===== config.mk =====
export PLATFORM = sky130hd
export DESIGN_NAME = gpio_port_ctrl_flat
export DESIGN_NICKNAME = d
export VERILOG_FILES = /design/src/rtl/gpio_port_ctrl_if.sv /design/src/rtl/gpio_port_ctrl.sv /design/src/flat_wrapper.sv
export SDC_FILE = /design/constraint.sdc
export NUM_CORES = 1
export LEC_CHECK = 0
export CORE_ASPECT_RATIO = 0.8
export CORE_UTILIZATION = 35
export CTS_BUF_LIST = sky130_fd_sc_hd__clkbuf_8
export CTS_CLUSTER_SIZE = 28
export DETAILED_ROUTE_END_ITERATION = 8
export DONT_BUFFER_PORTS = 1
export SLEW_MARGIN = 10
export SYNTH_ARGS = -nofsm -noshare
export SYNTH_HDL_FRONTEND = slang
export SYNTH_SLANG_ARGS = --single-unit

===== constraint.sdc =====
create_clock -name clk -period 1.3 [get_ports clk]
set_clock_uncertainty 0.1 [all_clocks]
set_input_delay 0.325 -clock clk [delete_from_list [all_inputs] [get_ports clk]]
set_output_delay 0.325 -clock clk [all_outputs]
set_load 0.005 [all_outputs]

===== src/rtl/gpio_port_ctrl_if.sv =====
// gpio_port_ctrl_if: register-access bus between the SPI register logic and
// the GPIO bank controller.
//   wr_en    - write strobe, one cycle per write
//   rd_en    - read strobe, one cycle per read
//   addr     - 3-bit register address
//   wdata    - write data
//   rdata    - read data, valid while rd_valid=1
//   rd_valid - one-cycle pulse, one cycle after rd_en
// master: register-access side; slave: gpio_port_ctrl.
interface gpio_port_ctrl_if #(
    parameter int WIDTH = 8
);
    logic             wr_en;
    logic             rd_en;
    logic [2:0]       addr;
    logic [WIDTH-1:0] wdata;
    logic [WIDTH-1:0] rdata;
    logic             rd_valid;

    modport master (
        output wr_en, rd_en, addr, wdata,
        input  rdata, rd_valid
    );

    modport slave (
        input  wr_en, rd_en, addr, wdata,
        output rdata, rd_valid
    );
endinterface


===== src/rtl/gpio_port_ctrl.sv =====
// gpio_port_ctrl: core-side controller for a bank of WIDTH GPIO pads.
// Holds OUT/OE/PU/PD control registers, synchronizes pad receiver outputs,
// and flags selected edges into sticky, maskable interrupt status bits.
// Ports:
//   clk, rst_n - clock (rising edge), asynchronous active-low reset
//   bus        - register access (wr_en, rd_en, addr, wdata, rdata, rd_valid)
//   pad_a      - driver data (OUT)
//   pad_oe     - driver enable (OE)
//   pad_pu     - pull-up enable (PU & ~PD)
//   pad_pd     - pull-down enable (PD)
//   pad_y      - asynchronous receiver outputs from the pads
//   irq        - registered level interrupt, |(IRQ_STAT & IRQ_EN)
// Register map: 0 OUT, 1 OE, 2 PU, 3 PD, 4 IN (ro), 5 IRQ_EN,
//               6 IRQ_STAT (W1C), 7 EDGE_SEL (1 = rising, 0 = falling)
module gpio_port_ctrl #(
    parameter int WIDTH       = 8,
    parameter int SYNC_STAGES = 2
) (
    input  logic                   clk,
    input  logic                   rst_n,
    gpio_port_ctrl_if.slave        bus,
    output logic [WIDTH-1:0]       pad_a,
    output logic [WIDTH-1:0]       pad_oe,
    output logic [WIDTH-1:0]       pad_pu,
    output logic [WIDTH-1:0]       pad_pd,
    input  logic [WIDTH-1:0]       pad_y,
    output logic                   irq
);
    localparam int unsigned NSYNC       = SYNC_STAGES;
    localparam int unsigned WARM_CYCLES = SYNC_STAGES + 1;
    localparam int unsigned CW          = $clog2(WARM_CYCLES + 1);

    localparam logic [2:0] ADDR_OUT      = 3'd0;
    localparam logic [2:0] ADDR_OE       = 3'd1;
    localparam logic [2:0] ADDR_PU       = 3'd2;
    localparam logic [2:0] ADDR_PD       = 3'd3;
    localparam logic [2:0] ADDR_IN       = 3'd4;
    localparam logic [2:0] ADDR_IRQ_EN   = 3'd5;
    localparam logic [2:0] ADDR_IRQ_STAT = 3'd6;
    localparam logic [2:0] ADDR_EDGE_SEL = 3'd7;

    logic [WIDTH-1:0] out_q, oe_q, pu_q, pd_q;
    logic [WIDTH-1:0] irq_en_q, edge_sel_q;
    logic [WIDTH-1:0] irq_stat_q, irq_stat_d;
    logic [WIDTH-1:0] sync_q [NSYNC];
    logic [WIDTH-1:0] prev_q;
    logic [CW-1:0]    warm_q, warm_d;
    logic [WIDTH-1:0] rdata_q, rdata_d;
    logic             rd_valid_q;
    logic             irq_q;

    logic [WIDTH-1:0] in_w, rise_w, fall_w, edge_hit_w, w1c_w;
    logic             warm_done_w;

    assign in_w        = sync_q[NSYNC-1];
    assign warm_done_w = (warm_q == CW'(WARM_CYCLES));

    always_comb begin
        rise_w     = in_w & ~prev_q;
        fall_w     = ~in_w & prev_q;
        // Warm-up hides the 0 -> pad transition of the freshly reset chain.
        edge_hit_w = '0;
        if (warm_done_w) begin
            edge_hit_w = (rise_w & edge_sel_q) | (fall_w & ~edge_sel_q);
        end
        w1c_w = '0;
        if (bus.wr_en && (bus.addr == ADDR_IRQ_STAT)) begin
            w1c_w = bus.wdata;
        end
        // Set after clear: a new edge wins over a simultaneous W1C.
        irq_stat_d = (irq_stat_q & ~w1c_w) | edge_hit_w;
        warm_d     = warm_done_w ? warm_q : warm_q + 1'b1;
    end

    // Reads sample the current flop values, so a same-cycle write is not seen.
    always_comb begin
        rdata_d = rdata_q;
        if (bus.rd_en) begin
            case (bus.addr)
                ADDR_OUT:      rdata_d = out_q;
                ADDR_OE:       rdata_d = oe_q;
                ADDR_PU:       rdata_d = pu_q;
                ADDR_PD:       rdata_d = pd_q;
                ADDR_IN:       rdata_d = in_w;
                ADDR_IRQ_EN:   rdata_d = irq_en_q;
                ADDR_IRQ_STAT: rdata_d = irq_stat_q;
                ADDR_EDGE_SEL: rdata_d = edge_sel_q;
                default:       rdata_d = rdata_q;
            endcase
        end
    end

    always_ff @(posedge clk or negedge rst_n) begin
        if (!rst_n) begin
            out_q      <= '0;
            oe_q       <= '0;
            pu_q       <= '0;
            pd_q       <= '0;
            irq_en_q   <= '0;
            edge_sel_q <= '0;
        end else if (bus.wr_en) begin
            case (bus.addr)
                ADDR_OUT:      out_q      <= bus.wdata;
                ADDR_OE:       oe_q       <= bus.wdata;
                ADDR_PU:       pu_q       <= bus.wdata;
                ADDR_PD:       pd_q       <= bus.wdata;
                ADDR_IRQ_EN:   irq_en_q   <= bus.wdata;
                ADDR_EDGE_SEL: edge_sel_q <= bus.wdata;
                default: ;
            endcase
        end
    end

    always_ff @(posedge clk or negedge rst_n) begin
        if (!rst_n) begin
            for (int unsigned i = 0; i < NSYNC; i++) begin
                sync_q[i] <= '0;
            end
            prev_q     <= '0;
            warm_q     <= '0;
            irq_stat_q <= '0;
            rdata_q    <= '0;
            rd_valid_q <= 1'b0;
            irq_q      <= 1'b0;
        end else begin
            sync_q[0] <= pad_y;
            for (int unsigned i = 1; i < NSYNC; i++) begin
                sync_q[i] <= sync_q[i-1];
            end
            prev_q     <= in_w;
            warm_q     <= warm_d;
            irq_stat_q <= irq_stat_d;
            rdata_q    <= rdata_d;
            rd_valid_q <= bus.rd_en;
            irq_q      <= |(irq_stat_q & irq_en_q);
        end
    end

    assign bus.rdata    = rdata_q;
    assign bus.rd_valid = rd_valid_q;
    assign pad_a        = out_q;
    assign pad_oe       = oe_q;
    assign pad_pu       = pu_q & ~pd_q;
    assign pad_pd       = pd_q;
    assign irq          = irq_q;
endmodule


===== src/flat_wrapper.sv =====
// flat-port wrapper written by rule: the top's interface ports become plain ports
module gpio_port_ctrl_flat 
#(
    parameter int WIDTH       = 8,
    parameter int SYNC_STAGES = 2
)
  (clk, rst_n, pad_a, pad_oe, pad_pu, pad_pd, pad_y, irq, bus_wr_en, bus_rd_en, bus_addr, bus_wdata, bus_rdata, bus_rd_valid);
  gpio_port_ctrl_if #(.WIDTH(WIDTH)) bus_i ();
  input  logic clk;
  input  logic rst_n;
  output logic [WIDTH-1:0] pad_a;
  output logic [WIDTH-1:0] pad_oe;
  output logic [WIDTH-1:0] pad_pu;
  output logic [WIDTH-1:0] pad_pd;
  input  logic [WIDTH-1:0] pad_y;
  output logic irq;
  input wire logic [$bits(bus_i.wr_en)-1:0] bus_wr_en;
  input wire logic [$bits(bus_i.rd_en)-1:0] bus_rd_en;
  input wire logic [$bits(bus_i.addr)-1:0] bus_addr;
  input wire logic [$bits(bus_i.wdata)-1:0] bus_wdata;
  output wire logic [$bits(bus_i.rdata)-1:0] bus_rdata;
  output wire logic [$bits(bus_i.rd_valid)-1:0] bus_rd_valid;
  assign bus_i.wr_en = bus_wr_en;
  assign bus_i.rd_en = bus_rd_en;
  assign bus_i.addr = bus_addr;
  assign bus_i.wdata = bus_wdata;
  assign bus_rdata = bus_i.rdata;
  assign bus_rd_valid = bus_i.rd_valid;
  gpio_port_ctrl #(.WIDTH(WIDTH), .SYNC_STAGES(SYNC_STAGES)) u_core (.clk(clk), .rst_n(rst_n), .bus(bus_i), .pad_a(pad_a), .pad_oe(pad_oe), .pad_pu(pad_pu), .pad_pd(pad_pd), .pad_y(pad_y), .irq(irq));
endmodule

-- Yosys cells after proc, flatten, opt, wreduce, memory -nomap -nowiden
Index checks and enable logic that the tools add are counted.
W data, S select, Z words.
- memories: 0
- output and inout bits: 42
- register bits after elaboration: 92
- bits in latches: 0
- RAM bits: 0
- memory bits (read-only): 0
- logic and storage cells: 49
- bits of input ports: 23
- shifts and indexed selects: 0
- multiply operators: 0
- divide/modulo/power cells: 0
- reduce and logical (&&, ||, !) cells: 9
- mux-type cells: 3
- add/subtract/negate cells: 1
- eq/ne operators: 8
- bitwise logic cells: 14
- order comparisons: 0
- operator list (kind ; number):
    $pmux W8 S8 ; 1
    $and A8 B8 Y8 ; 7
    $not A8 Y8 ; 5
    $mux W8 ; 2
    $or A8 B8 Y8 ; 2
    $eq A3 B3 Y1 const B ; 4
    $reduce_and A2 Y1 ; 6
    $reduce_or A8 Y1 ; 1
    $eq A3 B2 Y1 const B ; 2
    $eq A3 B1 Y1 const B ; 1
    $logic_not A3 Y1 ; 1
    $add A2 B1 Y2 const B ; 1
    $eq A2 B2 Y1 const B ; 1
    $logic_and A1 B1 Y1 ; 1

-- Depth between registers and ports, before layout
- depth after elaboration: 6
- mapped depth: 6

-- Worst setup path after synthesis
Ideal clock, no wire load.
- path kind: input to register
- start: input port bus_addr[0]
- end: register u_core.out_q[0] (netlist: u_core.pad_a[0])
- slack: -258 ps
- library setup time: 125 ps
- stages on the path: 5
- arrival time: 1333 ps
- cells stage by stage: buf_6 > or2_1 > buf_2 > nor2_4 > mux2_2
- longest elaborated chain between the ends: 2
- ends and longest elaborated chain (item ; line ; text):
    start: declaration ; flat_wrapper.sv:19 ; input wire logic [$bits(bus_i.addr)-1:0] bus_addr;
    $logic_not A3 Y1 ; gpio_port_ctrl.sv:102 ; case (bus.addr)
    $reduce_and A2 Y1 (no source line) ; n/a ;
    end signal: assignment ; gpio_port_ctrl.sv:103 ; ADDR_OUT: out_q <= bus.wdata;
    end: declaration ; gpio_port_ctrl.sv:42 ; logic [WIDTH-1:0] out_q, oe_q, pu_q, pd_q;
Every way passes these cells.
A chain may end at the register's enable or synchronous reset.

-- Worst setup path in the final report
- start: register u_core.pd_q[0] (netlist: u_core.pad_pd[0])
- end: output port pad_pu[0]
- longest elaborated chain between the ends: 2
- ends and longest elaborated chain (item ; line ; text):
    start: declaration ; gpio_port_ctrl.sv:42 ;
    start signal: assignment ; gpio_port_ctrl.sv:106 ; ADDR_PD: pd_q <= bus.wdata;
    $not A8 Y8 ; gpio_port_ctrl.sv:143 ; assign pad_pu = pu_q & ~pd_q;
    $and A8 B8 Y8 ; gpio_port_ctrl.sv:143 ;
    end: declaration ; flat_wrapper.sv:13 ; output logic [WIDTH-1:0] pad_pu;
Every way passes these cells.

==> impl_metrics.env <==
export IMPL_ys_ff_latch=92
export IMPL_crit_start="u_core.pad_pd[0]"
export IMPL_fmax_mhz=697.5
export IMPL_synth_nets=352
export IMPL_fin_ws_ns=-0.1337
export IMPL_place_congestion=0.8010
export IMPL_ys_seq_area_frac=0.5636
export IMPL_post_dp_hpwl_mm=7.207
export IMPL_fin_crit_sh=1.103
export IMPL_die_height_um=98.63
export IMPL_setup_viol=36
export IMPL_dr_first_iter_drc_count=200
export IMPL_p_seq_frac=0.508
export IMPL_dieArea_um2=12110
export IMPL_switching_share=0.2772
export IMPL_fin_util=0.4726
export IMPL_dr_pass1_iters=4
export IMPL_post_drt_wl_per_cell_um=19.61
export IMPL_met2_length_mm=4.763
export IMPL_slew_headroom=0.4017
export IMPL_met3WireLength_um=943
export IMPL_h_tree_depth=3
export IMPL_grt_pass1_vias=2973
export IMPL_tightest_slew_ns=0.8942
export IMPL_async_flop_share=1.000
export IMPL_clkSlewWorstSetupHoldPaths_ns=0.09
export IMPL_drt_met1_wl_mm=4.891
export IMPL_drc=0
export IMPL_yosys_cell_types_count=36
export IMPL_rsz0062_at_grt="true"
export IMPL_synth_ff_type="dfrtp_1"
export IMPL_hold_viol_final=92
export IMPL_core_rowCount=34
export IMPL_final_antenna_net_count=0
export IMPL_timing_rr_start="u_core.pad_pd[7]"
export IMPL_peakVddDrop_mv=0.6172
export IMPL_startpoint_type="register"
export IMPL_antenna_found_initial=0
export IMPL_cts_buffers_inserted=9
export IMPL_clock_latency_ns=0.37
export IMPL_yosys_warnings=0
export IMPL_mostFrequentLayoutCells="dfrtp_1 (92), mux2_2 (43), buf_4 (34)"
export IMPL_crit_fanout=3
export IMPL_avgSynthCellArea_um2=12.45
export IMPL_critPathArrivalTime_ns=1.01
export IMPL_status="complete, but fails checks"
export IMPL_nets=427
export IMPL_io_buffers=0
export IMPL_initial_core_util=0.3679
export IMPL_area_delta_synth_final_pct=28.45
export IMPL_top_layer_used="met4"
export IMPL_switchingPower_uw=2035
export IMPL_power_density_nw_per_um2=1400
export IMPL_antenna_cells=0
export IMPL_viasPerCell=5.367
export IMPL_clock_root_buffer="clkbuf_8"
export IMPL_whs_ns=-0.4620
export IMPL_grt_overflow=0
export IMPL_synth_cells=328
export IMPL_cts_path_max_buffers=2
export IMPL_grt_use_total=0.1900
export IMPL_core_area_um2=11100
export IMPL_io_pins=65
export IMPL_vias=2952
export IMPL_fin_tns_setup_ns=-1.792
export IMPL_netlist_area_um2=4085
export IMPL_endpoint_kind="output port"
export IMPL_critical_path_class="reg -> out"
export IMPL_combPwrFrac=0.239
export IMPL_violations="negative hold slack, negative setup slack"
export IMPL_synth_edff_count=0
export IMPL_drive_gt1_frac=0.3941
export IMPL_grt_first_pass_wirelength_mm=16.86
export IMPL_p_clk_frac=0.253
export IMPL_final_common_cell="dfrtp_1"
export IMPL_p_leak_uw=0.002333
export IMPL_cts_tree="yes"
export IMPL_clkSinkCount=92
export IMPL_drv_cap=0
export IMPL_slew_viol_final=0
export IMPL_n_fill_cell=1013
export IMPL_crit_required_ns=0.88
export IMPL_drt_total_wl_mm=10.79
export IMPL_hp_class="in -> async"
export IMPL_p_int_uw=5308
export IMPL_grt_start_max_net_pins=93
export IMPL_final_cell_area_um2=5248
export IMPL_dpl_cell_area_um2=4584
export IMPL_period_minus_slack_ns=1.434
export IMPL_die_w_um=122.8
-- cells in the mapped netlist (3+ instances only) --
library cell  count  share of area
a2111oi_0         7          0.015
a21oi_1           8         0.0098
a221oi_1          8          0.017
a22o_1           15          0.032
a22oi_1           4         0.0074
buf_2             5         0.0061
buf_6             5          0.014
clkbuf_1          4         0.0037
dfrtp_1          92           0.56
inv_1             8         0.0074
mux2_2           47           0.13
mux2_4            8          0.029
mux2i_1           8          0.020
nand2_1          29          0.027
nand3b_1          3         0.0055
nor2_1           29          0.027
nor2b_1          16          0.025
o21ai_0           8         0.0098
-- metal layers --
metal / vias up / global-route usage
met3: 18 / 0.06713
met4: 0 / 0.06004
met2: 99 / 0.2701
met1: 1521 / 0.2687
met5: - / 0
li1: 1314 / -
-- sequential cells by signal, indices dropped and copies added (netlist names) --
| register | count |
|---|---|
| u_core.sync_q | 8 |
| u_core.edge_sel_q | 8 |
| u_core.irq | 1 |
| u_core.bus.rd_valid | 1 |
| u_core.prev_q | 8 |
| u_core.warm_q | 2 |
| u_core.irq_en_q | 8 |
| u_core.in_w | 8 |
| u_core.bus.rdata | 8 |
| u_core.pu_q | 8 |
| u_core.irq_stat_q | 8 |
| u_core.pad_oe | 8 |
| u_core.pad_a | 8 |
| u_core.pad_pd | 8 |
-- layout make-up --
cell class	instances	area (um2)	area share
clock inverter	5	56.30	0.01073
multi-input combinational	213	1798	0.3426
clock buffer	9	123.9	0.02361
tap	144	180.2	0.03433
sequential	92	2302	0.4387
timing repair buffer	79	757.0	0.1443
inverter	8	30.03	0.005722
-- power groups by stage --
stage	logic, uW	registers [uW]	clock network, uW
CTS	1720	3720	1920
floorplan	846	3660	0
global placement	1320	3720	0
global route	1890	3790	2020
detailed placement	1350	3740	0
finish	1760	3730	1860
-- cell families after synthesis --
group                    synth area share
AND/OR/NAND/NOR                    0.1222
buffers and inverters             0.03277
multiplexers                       0.1813
XOR/XNOR                         0.002144
AO/OA/AOI/OAI                     0.09495
adder cells (fa/ha/maj)          0.003062
flip-flops                         0.5636
-- timing repair --
action                                  CTS  global route
endpoints found under the hold margin   154            94
pin swaps                                 9             6
endpoints found under the setup margin   34            36
gates resized for setup                  51            13
hold buffers                             18             2
setup buffers                             7             0
cloned                                    0             0
-- final timing paths --
path	to	slack [ns]	cells after the start
max in group asynchronous	u_core.pad_a[1]	1.42	0
hold reg to reg	u_core.in_w[5]	0.25	0
hold / removal	u_core.sync_q[13]	-0.46	0
min in group clk	u_core.edge_sel_q[1]	0.02	1
setup / recovery	pad_pu[0]	-0.13	2
setup reg to reg	u_core.bus.rdata[7]	-0.08	5
-- metrics by stage --
step	std cells	power, uW	setup WS (ns)
after floorplan	328	4511	-0.2501
after global placement	509	5039	-0.2681
after detailed placement	509	5091	-0.3010
after CTS	548	7356	-0.1435
after global routing	550	7707	-0.1779
final	550	7344	-0.1337
-- critical path, stage by stage, from the launching register on --
cell	delay, ns
dfrtp_1	0.41
buf_6	0.14
nor2b_4	0.10
Power figures use the tool's default switching activity.
==> patch: new RTL, config.mk and constraints unchanged <==
`SYNC_STAGES` is set to 2 in 2 places; all go to 4.
--- a/src/rtl/gpio_port_ctrl.sv
+++ b/src/rtl/gpio_port_ctrl.sv
@@ -14,7 +14,7 @@
 //               6 IRQ_STAT (W1C), 7 EDGE_SEL (1 = rising, 0 = falling)
 module gpio_port_ctrl #(
     parameter int WIDTH       = 8,
-    parameter int SYNC_STAGES = 2
+    parameter int SYNC_STAGES = 4
 ) (
     input  logic                   clk,
     input  logic                   rst_n,
--- a/src/flat_wrapper.sv
+++ b/src/flat_wrapper.sv
@@ -2,7 +2,7 @@
 module gpio_port_ctrl_flat 
 #(
     parameter int WIDTH       = 8,
-    parameter int SYNC_STAGES = 2
+    parameter int SYNC_STAGES = 4
 )
   (clk, rst_n, pad_a, pad_oe, pad_pu, pad_pd, pad_y, irq, bus_wr_en, bus_rd_en, bus_addr, bus_wdata, bus_rdata, bus_rd_valid);
   gpio_port_ctrl_if #(.WIDTH(WIDTH)) bus_i ();
Formal check against the unedited RTL: not equivalent (Yosys sat finds a counterexample within 4 cycles, from zero or initial values and one cycle with rst_n low).
==> patch against the original RTL <==
The flow still finishes with violations (hold timing, setup timing); worst setup slack lost 0.012 ns; sequential cell count grew 17; total power grew 8.9%; sequential share of layout area grew 3.5 points; first-iteration DRC count grew 12%; fmax shrank 0.81%; area after synthesis grew 10%; via count grew 3.2%; routed wire length grew 5.1%; cell area grew 9.7%; global-route usage shrank 0.54 points; critical endpoint is now pad_pu[2].
==> patch: results (changes against the original RTL) <==
metric,value,unit,change
status,"complete, but fails checks",,
violations,"hold timing, setup timing",,
post_cts_buffers,6,,-1
clkLatencyLatePin,0.37,ns,about the same
r2r_setup_slack,-0.10,ns,-0.02 ns
root_buffer,clkbuf_8,,
ys_async_sr_fraction,100,%,unchanged
yosysSeqAreaShare,60.5,%,+4.1 points
grt_pass1_vias,3156,,+6.2%
setup_viol,32,,-11%
vias_per_cell,5.04,,-6.1%
synth.distinct_cells,35,,-2.8%
postCtsHoldBufs,20,,+2
syn-num-nets,380,,+8.0%
cts_resized,45,,-12%
syn_inst,355,,+8.2%
hold_violations,109,,+18%
grt_max_degree,110,,+18%
clockBufferDepth,2,,unchanged
p_leak,0.00255,uW,+9.2%
antenna_cells,0,,unchanged
largest_reg_flops,24,,
clkTransAtPathRegs,0.10,ns,
antenna_found_initial,0,,unchanged
place.port_buffers,0,,unchanged
fill_cells,1122,,+11%
drtPass1Iterations,4,,unchanged
holdWs,-0.469,ns,-0.00738 ns
drive_gt1_share,36.3,%,-3.2 points
wire_per_inst,18.8,microns,-4.3%
synthTopCellsByArea,"dfrtp_1 61%, mux2_2 13%, nor2_1 3.2%",,
final.setup.tns,-2.03,ns,-0.236 ns
path_max_fanout,3,,unchanged
grt_usage,18.5,%,-0.54 points
h-tree-depth,3,,unchanged
ys_warn_count,0,,unchanged
dp_cells,561,,+10%
grt_pass1_wl,18.1,mm,+7.6%
slew_headroom,44.9,%,+4.7 points
peakVddDrop,0.580,mV,-6.1%
drtIter0Drc,223,,+12%
arrival,1.02,ns,
layout_setup_ws,-0.145,ns,-0.0117 ns
largest_register,u_core.sync_q,,
final_nets,453,,+6.1%
cts_buffers,9,,unchanged
ys_top_cells_by_count,"109 x dfrtp_1, 52 x mux2_2, 39 x nor2_1",,
instances_no_fill,604,,+9.8%
hold_path.class,in -> async,,
hpwl,7.43,mm,+3.1%
gp_congestion,0.818,,+2.2%
patch: final cells by class:
class | count | share of cell area (%)
flip-flops and latches | 109 | 47.4
multi-input cells | 222 | 32.2
well taps | 171 | 3.72
clock inverters | 4 | 0.391
clock buffers | 12 | 2.87
repair buffers | 77 | 12.9
inverters | 9 | 0.587
patch: logic make-up after synthesis:
logic type	Yosys count	share of synthesized area, %
DFF	109	60.5
and+or+nand+nor	100	11.4
muxes	64	15.7
AOI/OAI and AO/OA	55	8.94
buffers and inverters	24	2.69
adders and majority gates	2	0.555
xor gates and xnor gates	1	0.194
patch: critical path: stages, from the launching register on:
cell     delay (ns)
dfrtp_1        0.41
buf_6          0.14
nor2b_4        0.10
patch: report_power, final:
part	switching [uW]	total, uW	internal, uW
sequential	397	4260	3860
combinational	649	1780	1130
clock	1110	1950	846
patch: per-layer routing:
metal	GRT usage [%]	part of all wire [%]	wire [microns]	up-vias
met3	5.27	7.7	872	14
met5	0	0	0	-
li1	-	-	-	1395
met2	26.3	45	5070	85
met1	27.0	46	5250	1551
met4	5.38	1.2	136	0
patch: final timing paths:
kind / from / endpoint / depth (start not counted)
worst max-delay path: u_core.pad_pd[2] / pad_pu[2] / 2
worst min-delay path: rst_n / u_core.pad_pd[3] / 0
worst max register to register: u_core.pad_pd[6] / u_core.bus.rdata[6] / 5
worst min register to register: u_core.sync_q[29] / u_core.sync_q[21] / 0
max in group asynchronous: rst_n / u_core.pad_a[2] / 0
min in group clk: bus_wdata[1] / u_core.irq_stat_q[1] / 2
patch: per-stage QoR:
step                setup WS (ns)  util [%]  instance area [sq um]
finish                     -0.145      46.5                   5760
detailed placement         -0.280      41.1                   5090
global route               -0.198      46.5                   5760
global placement           -0.235      41.1                   5090
floorplan                  -0.260         -                   4600
CTS                        -0.155      46.0                   5700
